--- config.mk ---
export PLATFORM = sky130hd
export DESIGN_NAME = pipeline_scoreboard
export DESIGN_NICKNAME = d
export VERILOG_FILES = /design/src/rtl/cpu_types_pkg.sv /design/src/rtl/fwd_match.sv /design/src/rtl/pipeline_scoreboard.sv
export SDC_FILE = /design/constraint.sdc
export NUM_CORES = 1
export LEC_CHECK = 0
export CAP_MARGIN = 20
export CORE_ASPECT_RATIO = 0.9
export CORE_MARGIN = 2
export CORE_UTILIZATION = 44
export CTS_CLUSTER_SIZE = 10
export DETAILED_ROUTE_END_ITERATION = 7
export GPL_TIMING_DRIVEN = 0
export PLACE_DENSITY = 0.72
export SLEW_MARGIN = 25
export SYNTH_ARGS = -nofsm -noshare
export SYNTH_HDL_FRONTEND = slang
export SYNTH_SLANG_ARGS = --single-unit
--- constraint.sdc ---
create_clock -name CLK -period 1.9 [get_ports CLK]
set_input_delay 0.19 -clock CLK [delete_from_list [all_inputs] [get_ports CLK]]
set_output_delay 0.19 -clock CLK [all_outputs]
set_load 0.02 [all_outputs]
--- src/rtl/cpu_types_pkg.sv ---
// rtl/cpu_types_pkg.sv - shared CPU types: register index, scoreboard entry, halt state
package cpu_types_pkg;

  localparam int REG_BITS = 5;

  typedef logic [REG_BITS-1:0] regbits_t;

  typedef struct packed {
    logic     valid;
    logic     wen;
    logic     load;
    regbits_t wsel;
  } sb_entry_t;

  typedef enum logic [1:0] {
    ST_RUN,
    ST_DRAIN,
    ST_HALTED
  } halt_state_t;

  // True when entry e will write architectural register r (r0 never counts).
  function automatic logic entry_writes(sb_entry_t e, regbits_t r);
    return e.valid && e.wen && (e.wsel == r) && (r != '0);
  endfunction

endpackage

--- src/rtl/fwd_match.sv ---
// rtl/fwd_match.sv - youngest-producer priority matcher for one source operand
module fwd_match
  import cpu_types_pkg::*;
#(
  parameter int DEPTH      = 3,
  parameter int LOAD_STAGE = 1,
  parameter int FSW        = $clog2(DEPTH + 1)
) (
  input  sb_entry_t [DEPTH-1:0] ents,
  input  regbits_t              src,
  output logic [FSW-1:0]        fsel,
  output logic                  load_use
);

  // Walk oldest to youngest so the youngest matching entry has the last word.
  always_comb begin
    fsel     = '0;
    load_use = 1'b0;
    for (int k = DEPTH - 1; k >= 0; k--) begin
      if (entry_writes(ents[k], src)) begin
        if (ents[k].load && (k < LOAD_STAGE)) begin
          fsel     = '0;
          load_use = 1'b1;
        end else begin
          fsel     = FSW'(k + 1);
          load_use = 1'b0;
        end
      end
    end
  end

endmodule

--- src/rtl/pipeline_scoreboard.sv ---
// rtl/pipeline_scoreboard.sv - in-flight write tracking, forwarding select, load-use stall and halt drain
module pipeline_scoreboard
  import cpu_types_pkg::*;
#(
  parameter int DEPTH      = 3,
  parameter int LOAD_STAGE = 1,
  parameter int NREGS      = 32
) (
  input  logic                        CLK,
  input  logic                        RST,
  input  logic                        adv,
  input  logic                        d_valid,
  input  regbits_t                    d_rs,
  input  regbits_t                    d_rt,
  input  logic                        d_wen,
  input  logic                        d_load,
  input  logic                        d_halt,
  input  regbits_t                    d_wsel,
  input  logic                        flush,
  output logic                        stall,
  output logic [$clog2(DEPTH+1)-1:0]  fsel_a,
  output logic [$clog2(DEPTH+1)-1:0]  fsel_b,
  output logic [NREGS-1:0]            busy,
  output logic                        halted
);

  localparam int FSW = $clog2(DEPTH + 1);

  sb_entry_t [DEPTH-1:0] ent_q, ent_d;
  halt_state_t           state_q, state_d;
  sb_entry_t             new_ent;
  logic                  lu_a, lu_b;
  logic                  accept;
  logic                  any_next_valid;

  fwd_match #(.DEPTH(DEPTH), .LOAD_STAGE(LOAD_STAGE), .FSW(FSW)) u_match_rs (
    .ents     (ent_q),
    .src      (d_rs),
    .fsel     (fsel_a),
    .load_use (lu_a)
  );

  fwd_match #(.DEPTH(DEPTH), .LOAD_STAGE(LOAD_STAGE), .FSW(FSW)) u_match_rt (
    .ents     (ent_q),
    .src      (d_rt),
    .fsel     (fsel_b),
    .load_use (lu_b)
  );

  // Outside RUN nothing may issue, so any real decode instruction is held.
  always_comb begin
    stall = 1'b0;
    if (state_q != ST_RUN) stall = d_valid;
    else                   stall = d_valid & (lu_a | lu_b);
  end

  assign accept = d_valid & ~flush & ~stall & (state_q == ST_RUN);

  always_comb begin
    new_ent = '0;
    if (accept) begin
      new_ent.valid = 1'b1;
      new_ent.wen   = d_wen;
      new_ent.load  = d_load;
      new_ent.wsel  = d_wsel;
    end
  end

  always_comb begin
    ent_d = ent_q;
    if (adv) begin
      ent_d[0] = new_ent;
      for (int k = 1; k < DEPTH; k++) ent_d[k] = ent_q[k-1];
    end
  end

  always_comb begin
    any_next_valid = 1'b0;
    for (int k = 0; k < DEPTH; k++) any_next_valid = any_next_valid | ent_d[k].valid;
  end

  // Drain completion looks at the post-update entries so HALTED lands on the
  // same edge that retires the HALT itself.
  always_comb begin
    state_d = state_q;
    case (state_q)
      ST_RUN:    if (adv && accept && d_halt) state_d = ST_DRAIN;
      ST_DRAIN:  if (!any_next_valid)        state_d = ST_HALTED;
      ST_HALTED: state_d = ST_HALTED;
      default:   state_d = ST_RUN;
    endcase
  end

  always_ff @(posedge CLK) begin
    if (RST) begin
      ent_q   <= '0;
      state_q <= ST_RUN;
    end else begin
      ent_q   <= ent_d;
      state_q <= state_d;
    end
  end

  always_comb begin
    busy = '0;
    for (int k = 0; k < DEPTH; k++) begin
      if (ent_q[k].valid && ent_q[k].wen) busy[ent_q[k].wsel] = 1'b1;
    end
    busy[0] = 1'b0;
  end

  assign halted = (state_q == ST_HALTED);

endmodule

==> results of run 1 <==
report_power, final:
| part | internal (µW) | total, µW | leakage, µW | switching, µW |
|---|---|---|---|---|
| combinational | 158 | 338 | 0.00133 | 180 |
| clock | 282 | 449 | 0.0000357 | 167 |
| sequential | 522 | 548 | 0.000203 | 26.5 |
| total | 962 | 1340 | 0.00157 | 374 |
cells in the final DEF, fill, tap and decap left out, types with 5 or more instances in the layout:
cell / count
nor3b_4: 15
clkbuf_8: 9
clkdlybuf4s50_1: 14
nor4_1: 5
inv_1: 5
nand2_1: 68
nor2_1: 19
buf_4: 27
dfxtp_2: 12
dlygate4sd2_1: 5
buf_2: 9
mux2i_1: 15
xor2_1: 24
buf_6: 5
a22o_1: 7
dfxtp_1: 8
clkbuf_2: 17
a22oi_1: 29
xnor2_1: 6
stage by stage:
stage	hold slack [ns]	util (%)	setup TNS [ns]
global placement	0.496	59.0	-22.47
CTS	0.317	68.3	-0.525
global route	0.353	70.0	-1.46
finish	0.325	70.0	-0.695
floorplan	0.316	-	0
detailed placement	0.510	59.0	-23.88
area by class of cell:
class                           count  area, µm²
Tap cell                           65       81.3
Fill cell                         380       1450
Inverter                            5       18.8
Clock inverter                      1       30.0
Sequential cell                    24        510
Clock buffer                        3       41.3
Buffer                             15        154
Timing Repair Buffer               82        656
Multi-Input combinational cell    252       1890
registers in the layout, indices dropped and copies added, names as in the netlist:
| register | cells |
|---|---|
| ent_q | 22 |
| state_q | 2 |
Yosys cell counts (all sizes together) (2+ instances only):
| cell | number | share of area (%) |
|---|---|---|
| nand2 | 69 | 12 |
| a22oi | 31 | 11 |
| nor2 | 25 | 4.3 |
| dfxtp | 24 | 22 |
| xor2 | 24 | 9.6 |
| clkbuf | 19 | 3.2 |
| nor3b | 16 | 5.7 |
| mux2i | 15 | 6.8 |
| a22o | 7 | 2.8 |
| nor3 | 7 | 1.6 |
| and3 | 6 | 1.7 |
| nor4 | 6 | 1.7 |
| xnor2 | 6 | 2.4 |
| inv | 5 | 0.85 |
| a21oi | 4 | 0.91 |
| and3b | 4 | 1.6 |
| buf | 4 | 1.5 |
| ha | 4 | 2.3 |
| nand2b | 4 | 1.1 |
| nand4 | 4 | 1.1 |
| and2 | 3 | 0.85 |
| a222oi | 2 | 0.91 |
| a31oi | 2 | 0.57 |
| and4 | 2 | 0.91 |
| nand3 | 2 | 0.46 |
| or3 | 2 | 0.57 |
cells by family after synthesis:
logic type | Yosys count | share of synthesized area (%)
AO/OA/AOI/OAI | 50 | 17.2
XOR/XNOR | 30 | 11.9
adder cells (fa/ha/maj) | 4 | 2.28
buffers and inverters | 28 | 5.63
flip-flops | 24 | 21.8
multiplexers | 15 | 6.83
other | 1 | 0.170
AND/OR/NAND/NOR | 152 | 34.1
critical path, delay by kind of cell (launching register included):
kind,cells,cell delay (ns)
AND/OR/NAND/NOR,3,0.68
flip-flops,1,0.34
multiplexers,1,0.13
XOR/XNOR,1,0.16
buffers and inverters,2,0.29
layer usage:
metal,track usage (%),wire (µm)
met1,36.4,3350
met2,43.4,3760
met3,3.95,534
met4,9.75,138
met5,0,0
what timing repair did:
item                                    CTS  global route
resized for setup                       177            75
pin swaps                                19            11
endpoints found under the setup margin   45            45
buffers inserted                         15            11
final timing paths:
check	slack, ns	endpoint	from
min reg2reg	0.52	ent_q[14]	ent_q[14]
max	-0.16	fsel_b[0]	ent_q[19]
max reg2reg	-0.09	state_q[0]	ent_q[1]
min	0.33	ent_q[22]	RST
==> qor.txt, run 1 <==
status -> finished with violations
failing checks -> negative setup slack
fin crit period -> 2.06 ns
antenna-violating nets left -> 0
io pins -> 61
Crit Path Category -> reg -> out
CTS root buffer -> clkbuf_8
drt first pass iters -> 6
Fin. Hold Viols -> 0
Vias per Instance -> 5.94
Layout Skew -> 0.00639 ns
Synth Cell Area -> 2200 µm²
placed cell area -> 2850 µm²
H-tree Lvls -> 1
die width -> 78.5 µm
number of synthesized flops with an enable pin -> 0
DP HPWL -> 5030 µm
RSZ-0062 raised after global routing -> yes
post-synthesis cell count -> 304
core area -> 4830 µm²
clk buf depth -> 2
Clock Sinks -> 24
port buffer count -> 57
CTS Buf Count -> 3
Netlist cell types -> 38
layout cell share with drive strength beyond 1 -> 34.0%
final setup fails -> 7
GRT overflow -> 0
max frequency -> 486 MHz
DRC -> 0
worst path cell trace -> buf_4 -> xor2_1 -> nor4_1 -> nand4_1 -> nand2b_1 -> mux2i_1 -> buf_4
cell row count -> 24
Post-Syn Nets -> 331
non-filler cells, final -> 447
pre-CTS WS -> -0.767 ns
total power -> 1340 µW
gp weighted congestion -> 0.834
worst vdd ir -> 675 µV
Synth warnings -> 0
first-iteration detailed-routing DRC count -> 252
P&R area growth vs syn -> 53.9%
per-cell routed wire length -> 17.4 µm
Crit path top cell by count -> buf_4
die area -> 5580 µm²
crit end category -> output pin
Max Cap Viol -> 0
Layout Nets -> 410
Max stage delay on crit path -> 0.34 ns
diode count -> 0
slew margin rel. -> 51.4%
gr usage total -> 26.8%
clock latency on the worst-skew pair -> 0.27 ns
Worst-Margin Slew -> 0.729 ns
Slew Limit Fails -> 0
FF-to-FF path depth -> 8
initial antenna violation count -> 0
vias in the first global route -> 2,579
Min-Delay Path Depth -> 2
Placed Instances -> 426
clock slew at reported path FFs -> 0.09 ns
hold crit path type -> in -> reg
CP Max Fanout -> 2
die height -> 71.1 µm
final instance area -> 3380 µm²
synthesized area per cell -> 7.24 µm²
power per cell area -> 395 nW/µm²
Seq cells post-synth -> 24
largest net degree at the start of global routing -> 15
CTS Hold Buffers Added -> 0
CP arrival -> 1.87 ns
Final WS setup -> -0.156 ns
CTS tree -> yes
Slowest cell on crit path -> dfxtp_2
Post-Route WL -> 7790 µm
Starting Density -> 45.5%
first-pass GRT wire length -> 12,000 µm
Critical Path RT -> 1.71 ns
final period utilization -> 108%
ys async rst share -> 0%
Seq/Total Area, Yosys -> 21.8%
Pleak -> 0.00157 µW
ys flop type -> dfxtp_1
DR vias -> 2,656
Worst setup SP type -> flip-flop
Power figures use the tool's default switching activity.
==> run 2, diff against run 1 <==
- ABC_AREA: not set -> 1
- PLACE_DENSITY: 0.72 -> 0.83
==> run 2 against run 1 <==
  * The run still ends with negative setup slack left
  * Area after synthesis rose by 4.3%
  * Fmax rose by 7.2%
  * Die area rose by 4.0%
  * Non-clock buffer count rose by 14
  * Combinational power rose by 100%
  * Clock power fell by 22%
  * Final cell count rose by 23%
  * Clock-buffer cell count rose by 1
  * Sequential share of layout area fell by 1.3 points
  * Largest cell class unchanged
  * Highest routed layer unchanged
==> qor.txt, run 2 <==
Pleak -> 0.00163 µW (was 0.00157 µW)
worst hold margin -> 0.334 ns (was 0.325 ns)
most common cell after layout, fill and taps aside -> nand2_1 (unchanged)
biggest area consumer among synthesized cells -> dfxtp_1 (unchanged)
crit end category -> output pin (unchanged)
final setup fails -> 3 (was 7)
Clock Sinks -> 24 (unchanged)
register area -> 523 µm² (was 510 µm²)
post-layout util -> 77.0% (was 70.0%)
vias in the first global route -> 2,971 (was 2,579)
CTS Buf Count -> 3 (unchanged)
number of synthesized flops with an enable pin -> 0 (unchanged)
Sw Ratio -> 38.4% (was 28.0%)
worst path cell trace -> buf_6 -> clkinvlp_4 -> buf_4 -> nor3_4 -> nand2_1 -> nand3_1 -> clkdlybuf4s15_2 (was buf_4 -> xor2_1 -> nor4_1 -> nand4_1 -> nand2b_1 -> mux2i_1 -> buf_4)
DR vias -> 3,425 (was 2,656)
clk buf depth -> 2 (unchanged)
fin crit period -> 1.92 ns (was 2.06 ns)
Netlist cell types -> 39 (was 38)
placed cell area -> 2960 µm² (was 2850 µm²)
Seq/Total Area, Yosys -> 20.9% (was 21.8%)
Area contributors post-synth -> dfxtp_1 21%, nand2_1 19%, inv_1 7.5% (was dfxtp_1 22%, nand2_1 12%, a22oi_1 11%)
Largest register FFs -> 22 (unchanged)
core area -> 4920 µm² (was 4830 µm²)
Fillers -> 363 (was 380)
Fin. Hold Viols -> 0 (unchanged)
first-iteration detailed-routing DRC count -> 564 (was 252)
Synth Cell Area -> 2290 µm² (was 2200 µm²)
Placed Instances -> 510 (was 426)
die height -> 72.5 µm (was 71.1 µm)
synth cell count leaders -> 114 x nand2_1, 46 x inv_1, 33 x nor3_1 (was 69 x nand2_1, 31 x a22oi_1, 25 x nor2_1)
diode count -> 0 (unchanged)
Synth warnings -> 0 (unchanged)
Internal Power -> 1010 µW (was 962 µW)
synthesized area per cell -> 5.93 µm² (was 7.24 µm²)
Net Switching -> 628 µW (was 374 µW)
failing checks -> negative setup slack (unchanged)
P&R area growth vs syn -> 65.4% (was 53.9%)
hold crit path type -> in -> reg (unchanged)
FF-to-FF path depth -> 9 (was 8)
clock share of power -> 21.4% (was 33.6%)
CP arrival -> 1.73 ns (was 1.87 ns)
gp weighted congestion -> 0.987 (was 0.834)
GRT overflow -> 0 (unchanged)
port buffer count -> 58 (was 57)
drt first pass iters -> 7 (was 6)
pre-CTS WS -> -0.675 ns (was -0.767 ns)
post-synth top area share -> 20.9% (was 21.8%)
largest register by flop count -> ent_q (unchanged)
Layout Nets -> 515 (was 410)
Starting Density -> 46.6% (was 45.5%)
Max stage delay on crit path -> 0.33 ns (was 0.34 ns)
cell row count -> 24 (unchanged)
Sequential Power Share -> 36.7% (was 41.0%)
layout cell share with drive strength beyond 1 -> 40.0% (was 34.0%)
Multi-input gate area -> 1950 µm² (was 1890 µm²)
largest net degree at the start of global routing -> 14 (was 15)
status -> finished with violations (unchanged)
Max Cap Viol -> 0 (unchanged)
final instance area -> 3790 µm² (was 3380 µm²)
CTS tree -> yes (unchanged)
Final WS setup -> -0.0178 ns (was -0.156 ns)
initial antenna violation count -> 0 (unchanged)
DP HPWL -> 6020 µm (was 5030 µm)
worst vdd ir -> 570 µV (was 675 µV)
Top Registers -> ent_q (22), state_q (2) (unchanged)
Worst setup SP type -> flip-flop (unchanged)
CTS Hold Buffers Added -> 0 (unchanged)
final period utilization -> 101% (was 108%)
non-filler cells, final -> 552 (was 447)
most frequent cell after synthesis -> nand2_1 (unchanged)
Seq cells post-synth -> 24 (unchanged)
first-pass GRT wire length -> 14,500 µm (was 12,000 µm)
die width -> 80.1 µm (was 78.5 µm)
combinational group share of total power -> 41.9% (was 25.3%)
Vias per Instance -> 6.20 (was 5.94)
clock latency on the worst-skew pair -> 0.27 ns (about the same)
Slew Limit Fails -> 0 (unchanged)
Layout Skew -> 0.00365 ns (was 0.00639 ns)
antenna-violating nets left -> 0 (unchanged)
H-tree Lvls -> 1 (unchanged)
Min-Delay Path Depth -> 3 (was 2)
CP Max Fanout -> 7 (was 2)
io pins -> 61 (unchanged)
post-synthesis cell count -> 387 (was 304)
ys flop type -> dfxtp_1 (unchanged)
gr usage total -> 31.8% (was 26.8%)
CTS root buffer -> clkbuf_8 (unchanged)
max frequency -> 521 MHz (was 486 MHz)
Critical Path RT -> 1.71 ns (about the same)
Post-Syn Nets -> 414 (was 331)
Post-Route WL -> 10,400 µm (was 7790 µm)
Crit Path Category -> reg -> out (unchanged)
DRC -> 0 (unchanged)
power per cell area -> 431 nW/µm² (was 395 nW/µm²)
Slowest cell on crit path -> dfxtp_1 (was dfxtp_2)
Worst path depth -> 7 (unchanged)
critical path's top delay family -> buffers and inverters (was simple AND/OR/NAND/NOR gates)
CP bufs+invs -> 4 (was 2)
ys async rst share -> 0% (unchanged)
RSZ-0062 raised after global routing -> yes (unchanged)
most frequent cells in the layout -> 109 x nand2_1, 47 x buf_4, 34 x inv_1 (was 68 x nand2_1, 29 x a22oi_1, 27 x buf_4)
clock slew at reported path FFs -> 0.09 ns (about the same)
die area -> 5810 µm² (was 5580 µm²)
per-cell routed wire length -> 18.9 µm (was 17.4 µm)
run 2: cell count changes after synthesis, moves of 8 or more:
| cell | previous run | this run |
|---|---|---|
| inv_1 | 5 | 46 |
| a21oi_1 | 4 | 23 |
| clkbuf_1 | 19 | 6 |
| nand2_1 | 69 | 114 |
| inv_2 | 0 | 8 |
| mux2i_1 | 15 | 2 |
| a22oi_1 | 31 | 0 |
| nand3_1 | 2 | 27 |
| nor3_1 | 7 | 33 |
| o221ai_1 | 0 | 14 |
| nor2_1 | 25 | 15 |
| o21ai_0 | 0 | 15 |
| nor3b_1 | 15 | 0 |
| xor2_1 | 24 | 1 |
run 2: timing repair:
item	CTS	global route
buffers inserted	26	16
gates resized for setup	221	85
pin swaps	10	15
setup endpoints to repair	36	33
run 2: worst min-delay path: stages:
cell and delay, ns:
buf_2 0.17, o21ai_0 0.17, a21oi_1 0.04
run 2: cell type report:
| type | count | share of cell area, % |
|---|---|---|
| multi-input combinational | 293 | 51.3 |
| timing repair buffer | 100 | 22.4 |
| sequential | 24 | 13.8 |
| inverter | 55 | 6.63 |
| buffer | 11 | 2.24 |
| tap | 65 | 2.14 |
| clock buffer | 4 | 1.45 |
run 2: path summary, 6_finish.rpt:
check,from,to,slack (ns)
worst min-delay path,adv,ent_q[20],0.33
worst min register to register,ent_q[6],ent_q[6],0.51
worst max register to register,state_q[0],state_q[1],0.28
worst max-delay path,ent_q[10],busy[4],-0.02
run 2: logic make-up (layout without fill, tap and decap cells):
family          Yosys count  after routing  synth area share, %
flops                    24             24                 20.9
compound gates           69             69                 19.1
buf+inv                  70            170                 12.7
fa+ha+maj                 4              4                 2.18
xor+xnor                  9              9                 3.44
other cells               1              1                0.164
mux                       2              2                0.873
simple gates            208            208                 40.6
run 2: stage by stage:
stage / total power (µW) / TNS [ns]
3_5_place_dp: 1130 / -19.19
3_3_place_gp: 1120 / -18.00
4_1_cts: 1530 / -0.0698
5_1_grt: 1730 / -0.632
6_report: 1640 / -0.0201
2_1_floorplan: 963 / 0
run 2: layer usage:
metal | global-route usage [%] | wire [µm] | part of all wire (%) | vias to the layer above
met5 | 0 | 0 | 0 | -
met4 | 18.3 | 776 | 7.5 | 0
met3 | 4.10 | 1330 | 13 | 100
met2 | 54.4 | 4780 | 46 | 334
met1 | 38.3 | 3530 | 34 | 1488
li1 | - | - | - | 1503
run 2: power by group through the flow:
stage | Clock, µW | Combinational [µW] | Sequential (µW)
floorplan | 0 | 379 | 583
global placement | 0 | 527 | 592
detailed placement | 0 | 540 | 593
CTS | 350 | 583 | 600
global route | 374 | 745 | 606
finish | 350 | 686 | 601
==> run 3, diff against run 2 <==
- CAP_MARGIN: 20 -> not set
- CTS_CLUSTER_DIAMETER: not set -> 120
==> results of run 3 <==
Same layout as run 2: the final DEF is identical, and so are final timing and power.
==> patch (config.mk and constraints of run 3) <==
`DEPTH` is set to 3 in 2 places; all go to 6.
--- a/src/rtl/fwd_match.sv
+++ b/src/rtl/fwd_match.sv
@@ -3,5 +3,5 @@
   import cpu_types_pkg::*;
 #(
-  parameter int DEPTH      = 3,
+  parameter int DEPTH      = 6,
   parameter int LOAD_STAGE = 1,
   parameter int FSW        = $clog2(DEPTH + 1)
--- a/src/rtl/pipeline_scoreboard.sv
+++ b/src/rtl/pipeline_scoreboard.sv
@@ -3,5 +3,5 @@
   import cpu_types_pkg::*;
 #(
-  parameter int DEPTH      = 3,
+  parameter int DEPTH      = 6,
   parameter int LOAD_STAGE = 1,
   parameter int NREGS      = 32
Ports: changed (resized fsel_a and fsel_b); port bits go from 61 to 63. No check against the original RTL was run, so the function may have changed too.
==> patch against run 3 <==
The flow now stops in global routing. Synthesized cell count is 84% higher. Synthesized area is 92% higher.
==> patch: results (changes against run 3) <==
DP Wirelength 13800 um (was 6020 um); CTS max path bufs 2 (unchanged); adder-cell area share of the yosys netlist 1.13% (was 2.18%); largest net degree at the start of global routing 17; GP Congestion 1.02 (was 0.987); CTS root buffer clkbuf_8 (unchanged); Remaining Overflow, GRT 36; port bufs 52 (was 58); CTS Hold Buffers Added 0 (unchanged); xor-xnor portion of the synthesized cell area 2.38% (was 3.44%); fraction of registers with async set/reset 0% (unchanged); top cells by area, synth dfxtp_1 (20%), nand2_1 (12%), a21oi_1 (7.6%) (was dfxtp_1 (21%), nand2_1 (19%), inv_1 (7.5%)); Synth Warn # 0 (unchanged); Synth Flop Type dfxtp_1 (unchanged); # clock sinks 45 (was 24); cts bufs inserted 5 (was 3); total nets after synthesis 738 (was 414); Seq/Total Area, Yosys 20.4% (was 20.9%); worst-path endpoint category output port; outcome aborted with a tool error (was finished with violations); synth cell count leaders nand2_1 (136), a21oi_1 (67), nor3_1 (64), inv_1 (49), dfxtp_1 (45) (was nand2_1 (114), inv_1 (46), nor3_1 (33), nand3_1 (27), dfxtp_1 (24)); Worst EP post-GRT repair busy[26]; Exit stage global routing; synth unique cells 49 (was 39); Total GRT Usage between 70% and 80%; error msg [ERROR GRT-0232] Routing congestion too high. Check the congestion heatmap in the GUI.; CTS H-Tree Depth 2 (was 1); Compound-Gate Fraction of Synth Area 29.8% (was 19.1%); multiplexer share of the synthesized area 1.13% (was 0.873%)
## patch: cell types whose count changed after synthesis, moves of 19 or more
cell | before | now
a21oi_1 | 23 | 67
a31oi_1 | 0 | 21
dfxtp_1 | 24 | 45
nand2_1 | 114 | 136
nor2_1 | 15 | 40
nor3_1 | 33 | 64
o2111ai_1 | 1 | 20
o21ai_0 | 15 | 38
## patch: logic make-up after synthesis
| kind of cell | after synthesis |
|---|---|
| other cells | 1 |
| simple gates | 325 |
| flops | 45 |
| buf+inv | 112 |
| compound gates | 207 |
| xor+xnor | 12 |
| mux | 5 |
| fa+ha+maj | 4 |
## patch: metrics by stage
stage / setup slack [ns] / TNS, ns / instances / instance area [um2]
3_5_place_dp: -0.886 / -25.63 / 889 / 5090
2_1_floorplan: 0.0746 / 0 / 711 / 4410
3_3_place_gp: -0.889 / -26.29 / 889 / 5090
4_1_cts: -0.222 / -3.62 / 1017 / 7010
## patch: per-layer routing
metal	GRT overflow	track usage [%]
met5	1	30.0
met2	19	88.6
met1	0	79.7
met4	16	70.3
met3	0	66.7
## patch: repair_timing
item	4_1_cts
setup endpoints to repair	38
setup buffers	122
pin swaps	63
endpoints found under the hold margin	0
gates cloned	1
resized for setup	442
